## config.mk

```make
export PLATFORM = sky130hd
export DESIGN_NAME = button_conditioner
export DESIGN_NICKNAME = d
export VERILOG_FILES = /design/src/rtl/button_conditioner.sv
export SDC_FILE = /design/constraint.sdc
export NUM_CORES = 1
export LEC_CHECK = 0
export ABC_AREA = 0
export BUFFER_PORTS_ARGS = -buffer_cell sky130_fd_sc_hd__buf_2
export CORE_AREA = 3 3 224 226
export DETAILED_ROUTE_END_ITERATION = 7
export DIE_AREA = 0 0 227 229
export SLEW_MARGIN = 30
export SYNTH_ARGS = -nofsm -noshare
export SYNTH_HDL_FRONTEND = slang
export SYNTH_SLANG_ARGS = --single-unit
```

## constraint.sdc

```tcl
create_clock -name CLK100MHZ -period 6.2 [get_ports CLK100MHZ]
set_input_delay 0.31 -clock CLK100MHZ [delete_from_list [all_inputs] [get_ports CLK100MHZ]]
set_output_delay 0.31 -clock CLK100MHZ [all_outputs]
set_load 0.02 [all_outputs]
```

## src/rtl/button_conditioner.sv

```systemverilog
// button_conditioner: synchronizes, debounces and edge-detects raw push buttons.
// Each channel yields a clean level plus press, release and long-press pulses.
module button_conditioner #(
    parameter int N_BTN           = 5,
    parameter int DEBOUNCE_CYCLES = 1_000_000,
    parameter int LONG_CYCLES     = 100_000_000
) (
    input  logic             CLK100MHZ,
    input  logic             RST,
    input  logic [N_BTN-1:0] btn_raw,
    output logic [N_BTN-1:0] btn_level,
    output logic [N_BTN-1:0] btn_press,
    output logic [N_BTN-1:0] btn_release,
    output logic [N_BTN-1:0] btn_long
);

    localparam int DW = (DEBOUNCE_CYCLES > 1) ? $clog2(DEBOUNCE_CYCLES) : 1;
    localparam int LW = (LONG_CYCLES > 1) ? $clog2(LONG_CYCLES) : 1;

    localparam logic [DW-1:0] DB_LAST = DW'(DEBOUNCE_CYCLES - 1);
    localparam logic [LW-1:0] LG_LAST = LW'(LONG_CYCLES - 1);

    for (genvar i = 0; i < N_BTN; i++) begin : g_ch

        logic          sync1_q, sync1_d;
        logic          sync2_q, sync2_d;
        logic [DW-1:0] db_cnt_q, db_cnt_d;
        logic          level_q, level_d;
        logic          press_q, press_d;
        logic          release_q, release_d;
        logic [LW-1:0] hold_cnt_q, hold_cnt_d;
        logic          fired_q, fired_d;
        logic          long_q, long_d;

        // Synchronize the raw level, then accept a change only after it is stable
        always_comb begin
            sync1_d   = btn_raw[i];
            sync2_d   = sync1_q;
            db_cnt_d  = db_cnt_q;
            level_d   = level_q;
            press_d   = 1'b0;
            release_d = 1'b0;
            if (sync2_q == level_q) begin
                db_cnt_d = '0;
            end else if (db_cnt_q == DB_LAST) begin
                level_d   = sync2_q;
                db_cnt_d  = '0;
                press_d   = sync2_q;
                release_d = ~sync2_q;
            end else begin
                db_cnt_d = db_cnt_q + DW'(1);
            end
        end

        // Time a continuous hold; a release on the firing edge suppresses the pulse
        always_comb begin
            hold_cnt_d = hold_cnt_q;
            fired_d    = fired_q;
            long_d     = 1'b0;
            if (!level_q) begin
                hold_cnt_d = '0;
                fired_d    = 1'b0;
            end else if (!fired_q) begin
                if (hold_cnt_q == LG_LAST) begin
                    fired_d = 1'b1;
                    long_d  = ~release_d;
                end else begin
                    hold_cnt_d = hold_cnt_q + LW'(1);
                end
            end
        end

        // Channel state register with synchronous reset
        always_ff @(posedge CLK100MHZ) begin
            if (RST) begin
                sync1_q    <= 1'b0;
                sync2_q    <= 1'b0;
                db_cnt_q   <= '0;
                level_q    <= 1'b0;
                press_q    <= 1'b0;
                release_q  <= 1'b0;
                hold_cnt_q <= '0;
                fired_q    <= 1'b0;
                long_q     <= 1'b0;
            end else begin
                sync1_q    <= sync1_d;
                sync2_q    <= sync2_d;
                db_cnt_q   <= db_cnt_d;
                level_q    <= level_d;
                press_q    <= press_d;
                release_q  <= release_d;
                hold_cnt_q <= hold_cnt_d;
                fired_q    <= fired_d;
                long_q     <= long_d;
            end
        end

        assign btn_level[i]   = level_q;
        assign btn_press[i]   = press_q;
        assign btn_release[i] = release_q;
        assign btn_long[i]    = long_q;

    end

endmodule

```

# Word-level counts from Yosys, hierarchy flattened
# Index checks and enable logic that the tools add are counted.
[classes]
eq_ne = 15
n_bitwise = 35
mux = 20
n_reduce_logical = 30
add_sub_neg = 10
[op_table]
columns = ["cell", "count"]
rows = [
  ["27-bit by 1-bit adder with 27-bit output, second input constant", 5],
  ["27-bit equality test, second input constant", 5],
  ["20-bit by 1-bit adder with 20-bit output, second input constant", 5],
  ["20-bit equality test, second input constant", 5],
  ["1-bit inverter", 35],
  ["3-bit OR reduction", 10],
  ["1-bit two-way mux", 20],
  ["2-bit AND reduction", 10],
  ["4-bit OR reduction", 5],
  ["2-bit OR reduction", 5],
  ["1-bit equality test", 5],
]
[totals]
register_bits = 270
output_inout_bits = 20

# Depth between registers and ports, before layout
[logic_depth]
ltp_word = 4
depth_mapped = 8
ltp_nobuf = 6

# Worst setup path after synthesis
# No wires, ideal clock.
[synth_timing]
kind = "reg2reg"
from = "register g_ch[0].hold_cnt_q[0]"
to = "register g_ch[0].hold_cnt_q[26]"
required_ns = 6.084
path_slack_ns = 4.197
stages_incl_launch_ff = 7
n_path_buf = 0
t_arrival_ns = 1.887
path_cell_list = "dfxtp_1 ha_1 nand3_1 or3_1 nor4_1 a31oi_1 a41o_1"
[synth_via]
elab_chain_len = 3
elab_cells_between_ends = 4
[synth_lines]
columns = ["element", "line", "text"]
rows = [
  ["from (decl)", "31", "logic [LW-1:0] hold_cnt_q, hold_cnt_d;"],
  ["from (signal assigned)", "92", "hold_cnt_q <= hold_cnt_d;"],
  ["parallel branches: the longest is 3 deep, another holds 27-bit by 1-bit adder with 27-bit output", "n/a", ""],
]
# Parallel ways; which one is timed is not known.
# A chain may end at the register's enable or synchronous reset.

# Worst setup path after layout
[layout_timing]
from = "register g_ch[2].hold_cnt_q[0]"
to = "register g_ch[2].hold_cnt_q[0]"
[layout_via]
elab_chain_len = 3
elab_cells_between_ends = 4
[layout_lines]
columns = ["element", "line"]
rows = [
  ["from (decl)", "31"],
  ["from (signal assigned)", "92"],
  ["parallel branches: the longest is 3 deep, another holds 27-bit by 1-bit adder with 27-bit output", "n/a"],
]
# Parallel ways; which one is timed is not known.

==> qor.csv <==
stage;metric;value;unit
power_and_ir_drop;VDD IR-drop max;0.168;mV
grt;met2 track demand over resource;14.8;%
drt;Final ANT Viol Nets;0;
grt;first-pass GRT wire length;41.5;mm
synth;cell area after synthesis;0.0121;mm2
die;die span in x;227;um
drt;via count;9367;
power_and_ir_drop;sw frac;20.7;%
clock_network;Max clock buf depth;3;
synth;Yosys cell types;56;
drt;Routed wire per std cell;11.7;um
synth;Post-Synth XOR/XNOR Area;12.7;%
clock_network;post-cts repair resize count;0;
grt;M3 GR Usage;1.95;%
sta;Fmax;428;MHz
synth;ys flop type;dfxtp_1;
die;Die Span Y;229;um
placement;RePlAce Congestion;0.810;
power_and_ir_drop;PwrDens;256;mW/mm2
drt;1st-pass router iterations;4;
worst_setup_path;Crit. End Element;flip-flop;
run_status;status;finished clean;
placement;Area after DPL;0.0127;mm2
sta;RSZ-0062 raised after global routing;false;
synth;syn avg cell area;8.64;um2
worst_setup_path;crit path DAT;2.77;ns
synth;EDFF count, synth;0;
layout;most common cell after layout, fill and taps aside;dfxtp_1;
layout;final cell count without fillers;2039;
sta;final worst setup slack;3.87;ns
synth;Post-Synth Simple-Gate Area;31.5;%
power_and_ir_drop;Sequential Power Share;49.6;%
worst_setup_path;Reg2Reg Depth;6;
die;IO Pins;27;
layout;fin area;0.0137;mm2
clock_network;TritonCTS clock tree;done;
layout;Layout Utilization;28.3;%
worst_setup_path;kind of critical path;reg2reg;
synth;largest family of logic cells by synthesized area;simple AND/OR/NAND/NOR gates;
grt;initial antenna violation count;0;
die;die area;0.0520;mm2
layout;Antenna Cells;0;
die;Site Rows;81;
power_and_ir_drop;switching power;0.000726;W
min_path;Hold EP;g_ch[1].level_q;
synth;post-synthesis sequential area ratio;44.8;%
grt;total gr overflow;0;
worst_setup_path;WP data required;6.64;ns
sta;final hold violation count;0;
grt;Top Usage Layer GRT;met2;
power_and_ir_drop;clock power share;49.8;%
clock_network;H-tree depth;1;
drt;final WL;23.8;mm
sta;fin. max-slew vios;0;
worst_setup_path;crit path launch type;flip-flop;
synth;Post-Syn Nets;1412;
sta;Worst slew margin;42.8;%
layout;FILL cells;5116;
worst_setup_path;reg-to-reg critical path endpoint;g_ch[2].hold_cnt_q[0];
synth;Yosys Warn Count;0;
synth;Yosys reg bits;270;
die;Initial Utilization;24.8;%
layout;area grow syn2layout;13.8;%
drt;Residual DRC;0;
synth;Synth Area in Adders;1.04;%
grt;largest net degree at the start of global routing;36;
synth;mux share of post-synthesis cell area;0.758;%
placement;pre-CTS WS;3.81;ns
drt;initial detailed-routing violation count;421;
placement;Placed Cells;1980;
layout;share of cells above drive strength 1;6.77;%
grt;grt met1 use;12.1;%
sta;skew final;0.0254;ns
min_path;HP Class;in2reg;
sta;setup TNS;0;ns
sta;fin crit share;37.7;%
grt;gr usage total;9.07;%
worst_setup_path;r2r setup slk;3.87;ns
synth;complex-gate fraction of the synthesized area;5.97;%
layout;commonest cells after routing, fill and taps aside;270 x dfxtp_1, 231 x nor2_1, 101 x nand2_1;
flow_run;max-cap violations;0;
clock_network;clk sinks;270;
clock_network;total CTS buffers;29;
grt;vias in the first global route;9028;
worst_setup_path;CP Max Fanout;8;
drt;drt via density;4.59;
sta;Final min period;2.33;ns
sta;Worst Tran Pin Value;0.856;ns
min_path;hold depth;3;
die;Core ar.;0.0485;mm2
power_and_ir_drop;Int Power;0.00279;W
clock_network;clock root buffer master;clkbuf_16;
clock_network;Reg clk slew, reported paths;0.06;ns
synth;cell count after synthesis;1395;
synth;Synth async-reset ratio;0;%
layout;nets;1412;
power_and_ir_drop;Logic pwr share;0.6;%
clock_network;clk_lat worst skew;0.57;ns
placement;Port Buffers;26;
power_and_ir_drop;leakage;4.28;nW
worst_setup_path;FF-to-FF Start;g_ch[2].hold_cnt_q[0];
min_path;Hold Crit Start;RST;
placement;dpl hpwl;16.0;mm
sta;final-report setup violation count;0;
==> worst max-delay path, cell delays in order (launching register included) <==
cell and delay [ns]:
dfxtp_1 0.40, ha_1 0.28, nand4_1 0.18, nor4_1 0.66, a21oi_1 0.37, xnor2_1 0.25
nor2_1 0.06
==> cell type report <==
type | instances | area [um2] | area share, %
tap | 622 | 778 | 5.67
multi-input combinational | 1045 | 6290 | 45.9
clock buffer | 42 | 855 | 6.23
sequential | 270 | 5410 | 39.4
clock inverter | 11 | 125 | 0.912
inverter | 16 | 60.1 | 0.438
timing repair buffer | 33 | 199 | 1.45
==> routing by layer <==
| metal | vias to the layer above | share of wire, % |
|---|---|---|
| met5 | - | 0 |
| met4 | 0 | 2.2 |
| met3 | 38 | 3.8 |
| met2 | 109 | 45 |
| met1 | 4346 | 49 |
| li1 | 4874 | - |
==> state kept, by name, indices dropped and copies added, names as in the netlist <==
signal / cells
g_ch.hold_cnt_q: 135
g_ch.db_cnt_q: 100
g_ch.fired_q: 5
g_ch.level_q: 5
g_ch.long_q: 5
g_ch.press_q: 5
g_ch.release_q: 5
g_ch.sync1_q: 5
g_ch.sync2_q: 5
==> worst max path at each step <==
stage               slack [ns]                   from                endpoint
floorplan                 4.20  g_ch[0].hold_cnt_q[0]  g_ch[0].hold_cnt_q[26]
global placement          3.92  g_ch[1].hold_cnt_q[0]   g_ch[1].hold_cnt_q[3]
detailed placement        3.81  g_ch[1].hold_cnt_q[0]   g_ch[1].hold_cnt_q[5]
CTS                       3.81  g_ch[1].hold_cnt_q[0]   g_ch[1].hold_cnt_q[5]
global route              3.67  g_ch[2].hold_cnt_q[0]   g_ch[2].hold_cnt_q[0]
finish                    3.87  g_ch[2].hold_cnt_q[0]   g_ch[2].hold_cnt_q[0]
==> cell families (layout without fill, tap and decap cells) <==
family / count (synthesis) / count (layout)
and+or+nand+nor: 734 / 734
AOI/OAI and AO/OA: 117 / 117
adders and majority gates: 10 / 10
DFF: 270 / 270
xor gates and xnor gates: 175 / 175
muxes: 9 / 9
buffers and inverters: 80 / 102
==> synth_stat cells, drive strengths merged, types with 5 or more instances <==
library cell  instances  area (um2)
nor4b                17         149
inv                  16        60.1
clkbuf               35         131
nand2b               11        68.8
and3                 34         213
a31oi                 5        31.3
and2                 11        68.8
and4                 35         307
a21oi                42         210
nor3                 34         170
xnor2                83         727
nand4                55         344
or3                  29         186
buf                  29         189
xor2                 92         806
nand2               101         379
a211oi                5        37.5
mux2i                 8        80.1
o21ai                34         170
nor2                231         867
dfxtp               270        5410
a31o                  5        43.8
nand3                89         445
nor2b                20         125
or4                   8        67.6
nor4                 41         257
ha                   10         125
==> power groups by stage <==
stage	clock (W)	combinational, W	sequential [W]
detailed placement	0	0.0000175	0.00178
global route	0.00188	0.0000221	0.00174
floorplan	0	0.0000111	0.00178
CTS	0.00181	0.0000200	0.00174
global placement	0	0.0000170	0.00178
finish	0.00175	0.0000194	0.00174
==> through the flow <==
stage	total power, W	hold slack (ns)
detailed placement	0.00180	0.423
global placement	0.00180	0.421
global route	0.00365	0.267
CTS	0.00358	0.237
floorplan	0.00179	0.414
finish	0.00351	0.257
==> timing repair <==
action                    in CTS  in global routing
hold buffers                   5                  0
hold endpoints to repair       5                  0
setup buffers                  0                  0
Note: power is estimated with default switching activity, not from simulation.
